**src/rtl/pitch_seg7_formatter.sv**
```systemverilog
// pitch_seg7_formatter: turns a pitch result (note, octave, cents) into an
// 8-character ASCII frame and streams it to seg7x8, one digit per cycle,
// from digit 7 down to digit 0. One pending request is held so the display
// always settles on the newest result.
//
// state | meaning
// IDLE  | no frame in flight; a note_valid is captured directly
// WRITE | emitting digit pos of the current snapshot, pos counts 7 -> 0
module pitch_seg7_formatter #(
    parameter int unsigned CENTS_TOL = 5
) (
    input  logic       clk,
    input  logic       reset,
    input  logic       note_valid,
    input  logic [3:0] note,
    input  logic [3:0] octave,
    input  logic [7:0] cents,
    output logic       en,
    output logic [2:0] seg7id,
    output logic [7:0] ascii,
    output logic       busy
);

    typedef enum logic {IDLE, WRITE} state_t;

    state_t     state, state_next;
    logic [2:0] pos, pos_next;

    logic [3:0] cur_note, cur_note_next;
    logic [3:0] cur_octave, cur_octave_next;
    logic [7:0] cur_cents, cur_cents_next;

    logic       pend_valid, pend_valid_next;
    logic [3:0] pend_note, pend_note_next;
    logic [3:0] pend_octave, pend_octave_next;
    logic [7:0] pend_cents, pend_cents_next;

    logic       en_next, busy_next;
    logic [2:0] seg7id_next;
    logic [7:0] ascii_next;

    // Character shown at digit p for a given snapshot. The magnitude is taken
    // in 8 bits unsigned so -128 becomes 128 without overflow before it is
    // saturated to 99.
    function automatic logic [7:0] frame_char(input logic [3:0] n,
                                              input logic [3:0] o,
                                              input logic [7:0] c,
                                              input logic [2:0] p);
        logic [7:0] abs_c;
        logic [6:0] mag;
        logic [3:0] tens;
        logic [3:0] units;
        logic [7:0] ch;
        abs_c = c[7] ? (8'd0 - c) : c;
        mag   = (abs_c > 8'd99) ? 7'd99 : abs_c[6:0];
        tens  = 4'(mag / 7'd10);
        units = 4'(mag % 7'd10);
        ch    = 8'h20;
        if (n >= 4'd12) begin
            ch = 8'h2D;
        end else begin
            case (p)
                3'd7: begin
                    case (n)
                        4'd0, 4'd1:  ch = "C";
                        4'd2, 4'd3:  ch = "D";
                        4'd4:        ch = "E";
                        4'd5, 4'd6:  ch = "F";
                        4'd7, 4'd8:  ch = "G";
                        4'd9, 4'd10: ch = "A";
                        default:     ch = "B";
                    endcase
                end
                3'd6: ch = (n == 4'd1 || n == 4'd3 || n == 4'd6 ||
                            n == 4'd8 || n == 4'd10) ? "#" : " ";
                3'd5: ch = (o > 4'd9) ? "?" : {4'h3, o};
                3'd4: ch = " ";
                3'd3: ch = (c == 8'd0) ? " " : (c[7] ? "-" : "+");
                3'd2: ch = (tens == 4'd0) ? " " : {4'h3, tens};
                3'd1: ch = {4'h3, units};
                default: ch = ({25'd0, mag} <= CENTS_TOL) ? "=" : " ";
            endcase
        end
        return ch;
    endfunction

    // State, snapshots and registered outputs; reset aborts any frame.
    always_ff @(posedge clk or posedge reset) begin
        if (reset) begin
            state       <= IDLE;
            pos         <= 3'd0;
            cur_note    <= 4'd0;
            cur_octave  <= 4'd0;
            cur_cents   <= 8'd0;
            pend_valid  <= 1'b0;
            pend_note   <= 4'd0;
            pend_octave <= 4'd0;
            pend_cents  <= 8'd0;
            en          <= 1'b0;
            busy        <= 1'b0;
            seg7id      <= 3'd0;
            ascii       <= 8'h20;
        end else begin
            state       <= state_next;
            pos         <= pos_next;
            cur_note    <= cur_note_next;
            cur_octave  <= cur_octave_next;
            cur_cents   <= cur_cents_next;
            pend_valid  <= pend_valid_next;
            pend_note   <= pend_note_next;
            pend_octave <= pend_octave_next;
            pend_cents  <= pend_cents_next;
            en          <= en_next;
            busy        <= busy_next;
            seg7id      <= seg7id_next;
            ascii       <= ascii_next;
        end
    end

    // Next-state: capture, per-digit emission, pending slot and frame chaining.
    always_comb begin
        state_next       = state;
        pos_next         = pos;
        cur_note_next    = cur_note;
        cur_octave_next  = cur_octave;
        cur_cents_next   = cur_cents;
        pend_valid_next  = pend_valid;
        pend_note_next   = pend_note;
        pend_octave_next = pend_octave;
        pend_cents_next  = pend_cents;
        en_next          = 1'b0;
        busy_next        = 1'b0;
        seg7id_next      = seg7id;
        ascii_next       = ascii;
        case (state)
            IDLE: begin
                if (note_valid) begin
                    cur_note_next   = note;
                    cur_octave_next = octave;
                    cur_cents_next  = cents;
                    pos_next        = 3'd7;
                    state_next      = WRITE;
                end
            end
            default: begin
                en_next     = 1'b1;
                busy_next   = 1'b1;
                seg7id_next = pos;
                ascii_next  = frame_char(cur_note, cur_octave, cur_cents, pos);
                pos_next    = pos - 3'd1;
                if (pos == 3'd0) begin
                    // A request on the last digit is newer than anything pending.
                    if (note_valid) begin
                        cur_note_next   = note;
                        cur_octave_next = octave;
                        cur_cents_next  = cents;
                    end else if (pend_valid) begin
                        cur_note_next   = pend_note;
                        cur_octave_next = pend_octave;
                        cur_cents_next  = pend_cents;
                    end else begin
                        state_next = IDLE;
                    end
                    pend_valid_next = 1'b0;
                end else if (note_valid) begin
                    pend_valid_next  = 1'b1;
                    pend_note_next   = note;
                    pend_octave_next = octave;
                    pend_cents_next  = cents;
                end
            end
        endcase
    end

endmodule

```
**config.mk**
```make
export PLATFORM = sky130hd
export DESIGN_NAME = pitch_seg7_formatter
export DESIGN_NICKNAME = d
export VERILOG_FILES = /design/src/rtl/pitch_seg7_formatter.sv
export SDC_FILE = /design/constraint.sdc
export NUM_CORES = 1
export LEC_CHECK = 0
export BUFFER_PORTS_ARGS = -buffer_cell sky130_fd_sc_hd__buf_2
export CAP_MARGIN = 20
export CORE_ASPECT_RATIO = 1.75
export CORE_UTILIZATION = 49
export CTS_BUF_LIST = sky130_fd_sc_hd__clkbuf_8
export CTS_CLUSTER_SIZE = 28
export DETAILED_ROUTE_END_ITERATION = 7
export PLACE_DENSITY = 0.67
export SYNTH_ARGS = -nofsm -noshare
export SYNTH_HDL_FRONTEND = slang
export SYNTH_SLANG_ARGS = --single-unit
```
**constraint.sdc**
```tcl
create_clock -name clk -period 9.96 [get_ports clk]
set_input_delay 0.996 -clock clk [delete_from_list [all_inputs] [get_ports clk]]
set_output_delay 0.996 -clock clk [all_outputs]
set_load 0.01 [all_outputs]
```
# Yosys cells after proc, flatten, opt, wreduce, memory -nomap -nowiden
# Memories as Yosys holds them, arrays and structs flattened.
# Index checks and enable logic that the tools add are counted.
# Widths: inputs -> output; s select.
dict set report classes {
  addsub 2
  n_div 2
  order_cmp 4
  eq_ne 14
  n_mux 35
  bitwise 1
  n_reduce_logical 12
}
# operator count
set ops {}
lappend ops {{$mux 8} 7}
lappend ops {{$pmux 8 s7} 1}
lappend ops {{$mux 4} 12}
lappend ops {{$eq 3x3->1 const B} 4}
lappend ops {{$mux 5} 2}
lappend ops {{$mux 3} 3}
lappend ops {{$eq 4x4->1 const B} 2}
lappend ops {{$gt 8x7->1 const B} 1}
lappend ops {{$logic_not 8->1} 1}
lappend ops {{$mux 1} 8}
lappend ops {{$sub 1x8->8 const A} 1}
lappend ops {{$div 7x4->7 const B} 1}
lappend ops {{$le 7x3->1 const B} 1}
lappend ops {{$mod 7x4->7 const B} 1}
lappend ops {{$mux 7} 1}
lappend ops {{$eq 3x2->1 const B} 2}
lappend ops {{$reduce_and 3->1} 2}
lappend ops {{$eq 4x1->1 const B} 1}
lappend ops {{$eq 4x2->1 const B} 1}
lappend ops {{$eq 4x3->1 const B} 1}
lappend ops {{$ge 4x4->1 const B} 1}
lappend ops {{$gt 4x4->1 const B} 1}
lappend ops {{$logic_not 4->1} 1}
lappend ops {{$logic_or 1x1->1} 4}
lappend ops {{9 further kinds} 10}
dict set report word_totals {
  reg_bits 49
  rom_bits 48
  input_bits 19
  output_inout_bits 13
  word_cells 83
  memories 1
}
# name words width rd rd_ports_with_merged_regs write_ports line_no
set mem_list {}
lappend mem_list {{(name not given)} 16 3 1 0 0 64} ;# case (n)

# Depth between registers and ports, before layout
# Gate-level depths: netlist (run 1).
dict set report depth {
  depth_word 9
  ltp_mapped 23
  depth_no_buf 21
}

# Worst setup path before layout (run 1)
# OpenSTA, ideal clock, no wires.
dict set report synth_timing {
  kind {register to register}
  startpoint {register cur_cents[1]}
  endpoint {register ascii[1]}
  setup_time_ns 0.120
  arrival_time_ns 4.401
  required_time_ns 9.840
  setup_slack_ns 5.439
  path_stages_with_launch 23
  path_buffers 2
  period_less_slack_ns 4.521
  cell_sequence {dfrtp_1 buf_2 inv_1 ha_1 buf_4 or4b_4 a31oi_1 nand3_1 inv_1 ha_1 nand2b_1 nor3_1 o311ai_0 a21oi_2 or3_1 a211o_1 o221ai_1 inv_1 ha_1 a2111oi_2 and3b_1 mux2i_1 a31o_1}
}
dict set report synth_via {
  elab_chain_len 9
  elab_cells_between_ends 12
  classes_between {add/sub (1); div (2); order compare (1); mux (6); reduce/logical (2)}
}
# item line_no
set synth_rtl {}
lappend synth_rtl {{start: declaration} 31} ;# logic [7:0] cur_cents, cur_cents_next;
lappend synth_rtl {{start signal: assignment} 108} ;# cur_cents <= cur_cents_next;
lappend synth_rtl {{$sub 1x8->8} 54} ;# abs_c = c[7] ? (8'd0 - c) : c;
lappend synth_rtl {{$mux 8} 54}
lappend synth_rtl {{$gt 8x7->1} 55} ;# mag = (abs_c > 8'd99) ? 7'd99 : abs_c[6:0];
lappend synth_rtl {{$mux 7} 55}
lappend synth_rtl {{$div 7x4->7} 56} ;# tens = 4'(mag / 7'd10);
lappend synth_rtl {{$logic_not 4->1} 79} ;# 3'd2: ch = (tens == 4'd0) ? " " : {4'h3, tens};
lappend synth_rtl {{$mux 5} 79}
lappend synth_rtl {{$pmux 8 s7 *} 62} ;# case (p)
lappend synth_rtl {{$mux 8 *} 59} ;# if (n >= 4'd12) begin
lappend synth_rtl {{end signal: assignment} 116} ;# ascii <= ascii_next;
lappend synth_rtl {{end: declaration} 20} ;# output logic [7:0] ascii,
# Mark *: on every way between the ends. The rest lies on a longest branch, timed or not.
# A chain may end at the register's enable or synchronous reset.

# Worst setup path after layout (run 1)
dict set report layout_timing {
  startpoint {register cur_cents[6]}
  endpoint {register ascii[1]}
}
# Same word-level chain as after synthesis.

==> summary.md, run 1 <==
| Metric | Value |
|---|---|
| GR Layer Usage met2 | `40.07%` |
| Syn_nets | `around 430` |
| H-tree depth | `2` |
| Largest family of logic cells by synthesized area | `compound AO/OA/AOI/OAI gates` |
| R2r startpoint | `cur_cents[6]` |
| Worst Hold Class | `reg -> reg` |
| Chip height | `between 100 and 150 um` |
| CTS Buf Count | `5` |
| Vias per cell | `5.996` |
| Die width | `66.77 um` |
| Clk buf depth | `2` |
| GRT Util Overall | `23.25%` |
| Drc violations | `0` |
| Slew @ Worst Pin | `between 0.9 and 1 ns` |
| Post-Synthesis Cells | `400` |
| Crit Path Class | `reg -> reg` |
| Final Cell Area | `3840 um2` |
| Core area | `7131 um2` |
| Share of cells above drive strength 1 | `19.57%` |
| Most frequent cells after synthesis | `47 x dfrtp_1, 42 x a21oi_1, 30 x nor2_1, 24 x inv_1, 22 x o21ai_0` |
| Dpl cell area | `3726 um2` |
| EDFF count, synth | `0` |
| Die Footprint | `7702 um2` |
| Final HPWL DP | `6266 um` |
| Fill count | `just under 700` |
| Primary FF master, synth | `dfrtp_1` |
| Tmin final | `roughly 5.2 ns` |
| Post-synthesis mux area share | `11.23%` |
| Relative slew slack | `35.51%` |
| I/O pins | `32` |
| Required time of the worst setup path | `10.16 ns` |
| Area leader, netlist | `dfrtp_1` |
| Final hold violations | `0` |
| Synth Area in Adders | `4.800%` |
| Cell breakdown of the critical path | `nor4b_1, a41oi_1, and3_1, nand2_1, inv_1, ha_1, nand2b_1, nor3_1, o311ai_0, a21oi_2, or3_1, a211o_1, o221ai_1, inv_1, ha_1, a2111oi_2, and3b_1, mux2i_1, a31o_1` |
| Synth top area share | `approximately 33%` |
| Pre-antenna DRT Iters | `5` |
| Diodes inserted | `0` |
| Async S/R FF share, synth | `100.0%` |
| Simple-gate portion of the synthesized area | `18.71%` |
| Slowest CP cell | `dfrtp_1` |
| M1 GR Usage | `25.28%` |
| IO Port Bufs | `30` |
| Fin worst setup slack | `4.716 ns` |
| Pre-CTS setup slack | `4.862 ns` |
| Final TNS setup | `0 ns` |
| Count leader, synth | `dfrtp_1` |
| Critical path's largest stage delay | `0.94 ns` |
| CP Max Fanout | `25` |
| Nets@finish | `445` |
| RSZ-0062 raised after global routing | `no` |
| Met3 usage in global routing | `between 3 and 4%` |
| Critical path buffers and inverters | `2` |
| Synthesized flop and latch total | `48` |
| CTS tree | `built` |
| Post-CTS Setup Repair Bufs | `0` |
| Sequential share of the synthesized area | `roughly 33%` |
| Routed WL | `8253 um` |
| Final Util | `53.85%` |
| Dominant cells by area after synthesis | `dfrtp_1 33%, mux2_2 5.9%, a21oi_1 5.8%` |
| Area growth, synth to finish | `6.748%` |
| DRT iter0 DRCs | `283` |
| Yosys Warn Count | `0` |
| Vias in the first global route | `2,899` |
| Top delay family on crit path | `compound AO/OA/AOI/OAI gates` |
| Gpl congestion | `0.9562` |
| Initial antenna violation count | `0` |
| CP endpoint kind | `flip-flop` |
| Beginning of the critical path | `cur_cents[6]` |
| Starting Density | `50.45%` |
| CTS clk-pin slew, worst paths | `0.09 ns` |
| Max_cap viols | `0` |
| First-pass GRT wire length | `13,580 um` |
| Drt wl/cell | `16.51 um` |
| Global route hottest layer | `met2` |
| F_max | `190.7 MHz` |
| CP Launch Type | `flip-flop` |
| Complex-gate fraction of the synthesized area | `23.37%` |
| Status | `finished clean` |
| Synth Area in XOR/XNOR | `1.948%` |
| Arr. time, crit path | `roughly 5.4 ns` |
| ANT nets after route | `0` |
| Hold Crit Start | `seg7id[0]` |
| Clock Skews | `0.01211 ns` |
| Final period utilization | `between 50% and 60%` |
| Overflow after GRT | `0` |
| Hold_buf cts | `0` |
| Synth cell types | `between 70 and 80` |
| Setup violators final | `0` |
| Synth Cell Area | `about 3600 um2` |
| Pin count of the biggest net entering global routing | `between 40 and 50` |
| Mapped Avg Cell Area | `8.993 um2` |
| Num rows | `41` |
| Worst-Skew Late Latency | `about 0.30 ns` |
| CTS sink cnt | `48` |
| Clock root cell | `clkbuf_8` |
| Pins Over Slew Limit | `0` |
| CTS resizes | `0` |
| Routed vias | `2,998` |
worst paths after layout:
path / end / slack [ns] / cells after the start
hold / removal: seg7id[0] / 0.50 / 1
max in group asynchronous: ascii[5] / 8.91 / 3
setup / recovery: ascii[1] / 4.72 / 19
min in group asynchronous: ascii[6] / 0.56 / 2
setup reg to reg: ascii[1] / 4.72 / 19
hold reg to reg: seg7id[0] / 0.50 / 1
layer usage:
layer  routed length [um]  vias up  part of all wire [%]
met4                  381        0                   4.6
met1                 3148     1423                    38
met3                  206       26                   2.5
met2                 4516       66                    55
met5                    0        -                     0
li1                     -     1483                     -
cell type report:
| class | count | area [um2] | area share (%) |
|---|---|---|---|
| clock inverter | 2 | 11.26 | 0.2933 |
| sequential | 48 | 1202 | 31.31 |
| clock buffer | 6 | 82.58 | 2.151 |
| tap | 86 | 107.6 | 2.802 |
| inverter | 24 | 90.09 | 2.346 |
| timing repair buffer | 32 | 177.7 | 4.627 |
| multi-input combinational | 302 | 2168 | 56.47 |
sequential cells by signal, summed over array words and instances, names as in the netlist:
signal       flops
pos              3
cur_note         4
cur_octave       4
cur_cents        8
pend_octave      4
pend_note        4
pend_cents       8
state            1
ascii            7
seg7id           3
pend_valid       1
busy             1
through the flow:
| stage | hold slack [ns] | instances |
|---|---|---|
| 3_3_place_gp | 0.4851 | 491 |
| 6_report | 0.5046 | 500 |
| 4_1_cts | 0.5078 | 499 |
| 3_5_place_dp | 0.4893 | 491 |
| 5_1_grt | 0.5103 | 500 |
| 2_1_floorplan | 0.4066 | 400 |
logic make-up (layout without fill, tap and decap cells):
logic type,Yosys count,in the layout
fa+ha+maj,14,14
xor+xnor,8,8
other cells,1,1
flops,48,48
mux,38,38
simple gates,121,121
compound gates,120,120
buf+inv,50,64
placed cells by master (no fill, tap or decap), types with 7 or more instances in the layout:
| master | netlist | final |
|---|---|---|
| a21oi_1 | 42 | 42 |
| buf_2 | 7 | 30 |
| dfrtp_1 | 47 | 47 |
| ha_1 | 13 | 13 |
| inv_1 | 24 | 24 |
| mux2_2 | 19 | 19 |
| mux2i_1 | 19 | 19 |
| nand2_1 | 20 | 20 |
| nand2b_1 | 8 | 8 |
| nand3_1 | 10 | 10 |
| nor2_1 | 30 | 30 |
| nor3_1 | 15 | 15 |
| o21ai_0 | 22 | 22 |
| xnor2_1 | 7 | 7 |
Power of run 1 is left out: the tool's default activity adds up to more than one toggle a clock period on the data nets, which glitch-free logic cannot reach.
==> run 2: changes to the inputs <==
--- a/config.mk
+++ b/config.mk
@@ -5,6 +5,7 @@
 export SDC_FILE = /design/constraint.sdc
 export NUM_CORES = 1
 export LEC_CHECK = 0
+export ABC_AREA = 1
 export BUFFER_PORTS_ARGS = -buffer_cell sky130_fd_sc_hd__buf_2
 export CAP_MARGIN = 20
 export CORE_ASPECT_RATIO = 1.75
@@ -12,7 +13,7 @@
 export CTS_BUF_LIST = sky130_fd_sc_hd__clkbuf_8
 export CTS_CLUSTER_SIZE = 28
 export DETAILED_ROUTE_END_ITERATION = 7
-export PLACE_DENSITY = 0.67
+export PLACE_DENSITY = 0.7
 export SYNTH_ARGS = -nofsm -noshare
 export SYNTH_HDL_FRONTEND = slang
 export SYNTH_SLANG_ARGS = --single-unit
==> constraint.sdc (replaced) <==
create_clock -name clk -period 4.6 [get_ports clk]
set_input_delay 0.46 -clock clk [delete_from_list [all_inputs] [get_ports clk]]
set_output_delay 0.46 -clock clk [all_outputs]
set_load 0.01 [all_outputs]
==> summary.md, run 2 <==
| Metric | Value |
|---|---|
| Share of cells above drive strength 1 | `15.49% (-4.1 points)` |
| GRT Util Overall | `21.76% (-1.5 points)` |
| Relative slew slack | `42.44% (+6.9 points)` |
| Synth Cell Area | `3054 um2 (-15%)` |
| Clock root cell | `clkbuf_8` |
| Tmin final | `3.526 ns (-1.718 ns)` |
| Pin count of the biggest net entering global routing | `49 (unchanged)` |
| Synth Area in XOR/XNOR | `0% (-1.9 points)` |
| Setup violators final | `0 (unchanged)` |
| Crit Path Class | `reg -> reg` |
| Final Util | `57.22% (+3.4 points)` |
| Core area | `5926 um2 (-17%)` |
| Status | `finished clean` |
| Critical path's largest stage delay | `0.38 ns (-0.56 ns)` |
| Routed WL | `6109 um (-26%)` |
| DRT iter0 DRCs | `101 (-64%)` |
| Final TNS setup | `0 ns (unchanged)` |
| Critical path buffers and inverters | `6 (+4)` |
| Slew @ Worst Pin | `0.8417 ns (-0.1257 ns)` |
| Gpl congestion | `0.9032 (-5.5%)` |
| Synthesized flop and latch total | `48 (unchanged)` |
| Finished Layout Cells | `530 (+6.0%)` |
| Biggest regs | `cur_cents (8), pend_cents (8), ascii (7)` |
| Primary FF master, synth | `dfrtp_1` |
| I/O pins | `32 (unchanged)` |
| ANT nets after route | `0 (unchanged)` |
| Synth top area share | `38.51% (+5.8 points)` |
| Complex-gate fraction of the synthesized area | `15.69% (-7.7 points)` |
| CP endpoint kind | `flip-flop` |
| CTS tree | `built` |
| Most frequent cells in the layout | `111 x nand2_1, 63 x inv_1, 55 x o21ai_0` |
| Post-Synthesis Cells | `424 (+6.0%)` |
| Final hold violations | `0 (unchanged)` |
| Final HPWL DP | `4807 um (-23%)` |
| First-pass GRT wire length | `10,920 um (-20%)` |
| Count leader, synth | `nand2_1` |
| Post-CTS Setup Repair Bufs | `0 (unchanged)` |
| Nets@finish | `483 (+8.5%)` |
| Async S/R FF share, synth | `100.0% (unchanged)` |
| RSZ-0062 raised after global routing | `no` |
| Clk buf depth | `2 (unchanged)` |
| Routed vias | `2,698 (-10%)` |
| CTS clk-pin slew, worst paths | `0.09 ns (about the same)` |
| F_max | `283.6 MHz (+49%)` |
| Yosys Warn Count | `0 (unchanged)` |
| Mapped Avg Cell Area | `7.203 um2 (-20%)` |
| Top delay family on crit path | `simple AND/OR/NAND/NOR gates` |
| Vias per cell | `5.091 (-15%)` |
| Chip height | `106.4 um (-7.7%)` |
| Synth Area in Adders | `5.326% (+0.53 points)` |
| Clock Skews | `0.006283 ns (-0.005824 ns)` |
| Required time of the worst setup path | `4.81 ns (-5.35 ns)` |
| Arr. time, crit path | `3.73 ns (-1.71 ns)` |
| Pins Over Slew Limit | `0 (unchanged)` |
| Syn_nets | `456 (+5.6%)` |
| Area leader, netlist | `dfrtp_1` |
| Dominant cells by area after synthesis | `dfrtp_1 39%, nand2_1 14%, o21ai_0 9.0%` |
| Synth cell types | `39 (-49%)` |
| CTS Buf Count | `5 (unchanged)` |
| Worst Hold Class | `in -> reg` |
| Diodes inserted | `0 (unchanged)` |
| Post-synthesis mux area share | `0% (-11 points)` |
| IO Port Bufs | `30 (unchanged)` |
| Die width | `61.68 um (-7.6%)` |
| Num rows | `37 (-9.8%)` |
| CTS sink cnt | `48 (unchanged)` |
| Most frequent cells after synthesis | `111 x nand2_1, 64 x inv_1, 55 x o21ai_0, 47 x dfrtp_1, 28 x nand3_1` |
| Vias in the first global route | `2,621 (-9.6%)` |
| Starting Density | `51.54% (+1.1 points)` |
| Commonest non-fill, non-tap cell in the layout | `nand2_1` |
| Final period utilization | `76.66% (+24 points)` |
| Simple-gate portion of the synthesized area | `28.72% (+10 points)` |
| Area growth, synth to finish | `11.02%` |
| Dpl cell area | `3246 um2 (-13%)` |
| Initial antenna violation count | `0 (unchanged)` |
| Placed cells | `520 (+5.9%)` |
| Final Cell Area | `3391 um2 (-12%)` |
| EDFF count, synth | `0 (unchanged)` |
| Drc violations | `0 (unchanged)` |
| Max_cap viols | `0 (unchanged)` |
| CP Max Fanout | `5 (-80%)` |
| Drt wl/cell | `11.53 um (-30%)` |
| Die Footprint | `6565 um2 (-15%)` |
| Slowest CP cell | `dfrtp_1` |
| Crit path top cell by count | `nand2_1` |
| Worst-Skew Late Latency | `0.30 ns (about the same)` |
| Overflow after GRT | `0 (unchanged)` |
| Sequential share of the synthesized area | `39.37% (+5.9 points)` |
| CP Launch Type | `flip-flop` |
| Largest family of logic cells by synthesized area | `simple AND/OR/NAND/NOR gates` |
| Pre-antenna DRT Iters | `4 (-1)` |
| H-tree depth | `2 (unchanged)` |
-- run 2: path summary, 6_finish.rpt --
| kind | slack, ns | startpoint | depth (start not counted) | endpoint |
|---|---|---|---|---|
| min reg2reg | 0.48 | ascii[3] | 2 | ascii[3] |
| max in group asynchronous | 3.56 | reset | 4 | ascii[5] |
| max reg2reg | 1.07 | cur_cents[0] | 31 | ascii[2] |
| max | 1.07 | cur_cents[0] | 31 | ascii[2] |
| min in group asynchronous | 0.54 | reset | 3 | pend_octave[0] |
| min | 0.37 | note[0] | 3 | pend_note[0] |
-- run 2: logic make-up after synthesis --
family                   count (synthesis)
AO/OA/AOI/OAI                           83
adder cells (fa/ha/maj)                 13
buffers and inverters                   83
flip-flops                              48
other                                    1
AND/OR/NAND/NOR                        196
-- run 2: tightest hold or removal path: cells and delay by family --
family | cells | cell delay, ns
AND/OR/NAND/NOR | 1 | 0.04
buffers and inverters | 1 | 0.09
AO/OA/AOI/OAI | 1 | 0.06
-- run 2: metal layers --
metal	wire length [um]	global-route usage (%)	up-vias	share of wire, %
li1	-	-	1405	-
met1	2495	24.29	1213	41
met2	3210	37.48	55	53
met3	141	3.650	25	2.3
met4	262	11.43	0	4.3
met5	0	0	-	0
-- run 2: area by class of cell --
type	count	area [um2]
Inverter	70	265.3
Fill cell	639	2535
Multi-Input combinational cell	293	1523
Clock buffer	5	68.82
Clock inverter	3	46.29
Sequential cell	48	1202
Tap cell	78	97.59
Timing Repair Buffer	33	187.7
-- run 2: repair_timing --
action                                 CTS  global route
endpoints found under the hold margin    0             2
hold buffers                             0             1
gates resized for setup                  0             0
-- run 2: stage by stage --
| step | worst slack [ns] | hold WS, ns |
|---|---|---|
| after floorplan | 1.469 | 0.4059 |
| after global placement | 1.209 | 0.4500 |
| after detailed placement | 1.090 | 0.4618 |
| after CTS | 1.069 | 0.3644 |
| after global routing | 0.6287 | 0.3755 |
| final | 1.074 | 0.3703 |
Power of run 2 is left out for the same reason.
==> run 3: changes to the inputs <==
==> constraint.sdc (replaced) <==
create_clock -name clk -period 2.8 [get_ports clk]
set_input_delay 0.28 -clock clk [delete_from_list [all_inputs] [get_ports clk]]
set_output_delay 0.28 -clock clk [all_outputs]
set_load 0.01 [all_outputs]
==> summary.md, run 3 (same netlist as run 2, synthesis figures left out) <==
| Metric | Value |
|---|---|
| Status | `finished, violations left` |
| Reg2Reg Depth | `32 (+3.2%)` |
| Setup violators final | `5 (+5)` |
| ANT nets after route | `0 (unchanged)` |
| Drc violations | `0 (unchanged)` |
| Core area | `5926 um2 (unchanged)` |
| Initial antenna violation count | `0 (unchanged)` |
| Max_cap viols | `0 (unchanged)` |
| Crit Path Class | `reg -> reg` |
| Starting Density | `51.54% (unchanged)` |
| Nets@finish | `532 (+10%)` |
| CP Launch Type | `flip-flop` |
| F_max | `306.3 MHz (+8.0%)` |
| Die Footprint | `6565 um2 (unchanged)` |
| Final period utilization | `116.6% (+40 points)` |
| CTS tree | `built` |
| Clock Skews | `0.004077 ns (-0.002207 ns)` |
| Stages on the worst setup path | `32 (+3.2%)` |
| Worst-Skew Late Latency | `0.31 ns (about the same)` |
| Vias in the first global route | `2,847 (+8.6%)` |
| Arr. time, crit path | `3.48 ns (-0.25 ns)` |
| Required time of the worst setup path | `3.01 ns (-1.80 ns)` |
| Commonest non-fill, non-tap cell in the layout | `nand2_1` |
| Routed WL | `6996 um (+15%)` |
| Failing checks | `negative setup slack` |
| Fill count | `532 (-17%)` |
| Beginning of the critical path | `cur_cents[0]` |
| Slew @ Worst Pin | `0.8650 ns (+0.02329 ns)` |
| IO Port Bufs | `30 (unchanged)` |
| H-tree depth | `2 (unchanged)` |
| Critical path's largest stage delay | `0.38 ns (about the same)` |
| Relative slew slack | `42.34% (-0.10 points)` |
| Pre-antenna DRT Iters | `4 (unchanged)` |
| Final HPWL DP | `5061 um (+5.3%)` |
| Share of cells above drive strength 1 | `32.73% (+17 points)` |
| CP endpoint kind | `flip-flop` |
| R2r startpoint | `cur_cents[0]` |
| Placed cells | `556 (+6.9%)` |
| Routed vias | `2,916 (+8.1%)` |
| Finished Layout Cells | `579 (+9.2%)` |
| Most frequent cells in the layout | `91 x nand2_1, 58 x inv_1, 55 x o21ai_0` |
| Clk buf depth | `2 (unchanged)` |
| Gpl congestion | `0.8887 (-1.6%)` |
| Reg2reg setup slack | `-0.47 ns (-1.54 ns)` |
| CP Max Fanout | `5 (unchanged)` |
| GRT Util Overall | `23.05% (+1.3 points)` |
| Pins Over Slew Limit | `0 (unchanged)` |
| DRT iter0 DRCs | `114 (+13%)` |
| I/O pins | `32 (unchanged)` |
| Top delay family on crit path | `simple AND/OR/NAND/NOR gates` |
| Area growth, synth to finish | `30.81%` |
| Fin worst setup slack | `-0.4653 ns (-1.539 ns)` |
| Chip height | `106.4 um (unchanged)` |
| First-pass GRT wire length | `11,320 um (+3.7%)` |
| Worst Hold Class | `in -> reg` |
| Die width | `61.68 um (unchanged)` |
| Drt wl/cell | `12.08 um (+4.8%)` |
| Biggest regs | `cur_cents (8), pend_cents (8), ascii (7)` |
| CTS clk-pin slew, worst paths | `0.09 ns (about the same)` |
| CTS Buf Count | `5 (unchanged)` |
| Clock root cell | `clkbuf_8` |
| RSZ-0062 raised after global routing | `yes` |
| Tmin final | `3.265 ns (-0.2611 ns)` |
| Slowest CP cell | `dfrtp_1` |
| Critical path buffers and inverters | `4 (-2)` |
| Overflow after GRT | `0 (unchanged)` |
| CTS sink cnt | `48 (unchanged)` |
| Num rows | `37 (unchanged)` |
| Crit path to | `ascii[2]` |
| Diodes inserted | `0 (unchanged)` |
| Vias per cell | `5.036 (-1.1%)` |
| Pin count of the biggest net entering global routing | `49 (unchanged)` |
| Final hold violations | `0 (unchanged)` |
| R2R Path End | `ascii[2]` |
-- run 3: cell type report --
type / instances / area, um2 / area share, %
multi-input combinational: 293 / 1764 / 44.16
sequential: 48 / 1202 / 30.10
timing repair buffer: 82 / 563.0 / 14.09
inverter: 70 / 270.3 / 6.765
tap: 78 / 97.59 / 2.443
clock buffer: 6 / 82.58 / 2.067
clock inverter: 2 / 15.01 / 0.3758
-- run 3: worst min-delay path by stage --
stage / from / endpoint / slack, ns / depth (start not counted)
detailed placement: ascii[0] / ascii[0] / 0.46 / 2
global placement: seg7id[0] / seg7id[0] / 0.45 / 2
floorplan: cents[0] / pend_cents[0] / 0.40 / 2
global route: octave[3] / pend_octave[3] / 0.19 / 3
finish: cents[7] / pend_cents[7] / 0.19 / 3
CTS: cents[1] / pend_cents[1] / 0.19 / 3
-- run 3: what timing repair did --
action / in CTS / in global routing
hold endpoints to repair: 0 / 3
resized for setup: 24 / 23
buffers inserted: 9 / 4
setup endpoints to repair: 5 / 5
pin swaps: 8 / 20
hold buffers: 0 / 1
-- run 3: per-stage QoR --
| stage | util, % | worst slack, ns | area (um2) | setup TNS [ns] | hold slack (ns) |
|---|---|---|---|---|---|
| 6_report | 67.42 | -0.4653 | 3995 | -2.112 | 0.1898 |
| 5_1_grt | 67.42 | -0.7031 | 3995 | -3.368 | 0.1887 |
| 4_1_cts | 64.99 | -0.2881 | 3851 | -1.247 | 0.1867 |
| 3_5_place_dp | 60.49 | -0.4204 | 3585 | -1.861 | 0.4594 |
| 3_3_place_gp | 60.49 | -0.2714 | 3585 | -1.110 | 0.4505 |
| 2_1_floorplan | - | -0.1925 | 3123 | -0.8561 | 0.4010 |
-- run 3: layer usage --
metal	up-vias	wire length (um)	global-route usage, %
met5	-	0	0
met4	0	284	12.06
met3	21	127	4.380
met2	47	3888	42.55
met1	1347	2696	22.49
li1	1501	-	-
-- run 3: worst register-to-register path, delay by kind of cell (launching register included) --
family	cells	cell delay (ns)
compound gates	1	0.10
flops	1	0.38
buf+inv	4	0.20
fa+ha+maj	3	0.50
simple gates	24	1.99
Power of run 3 is left out for the same reason.
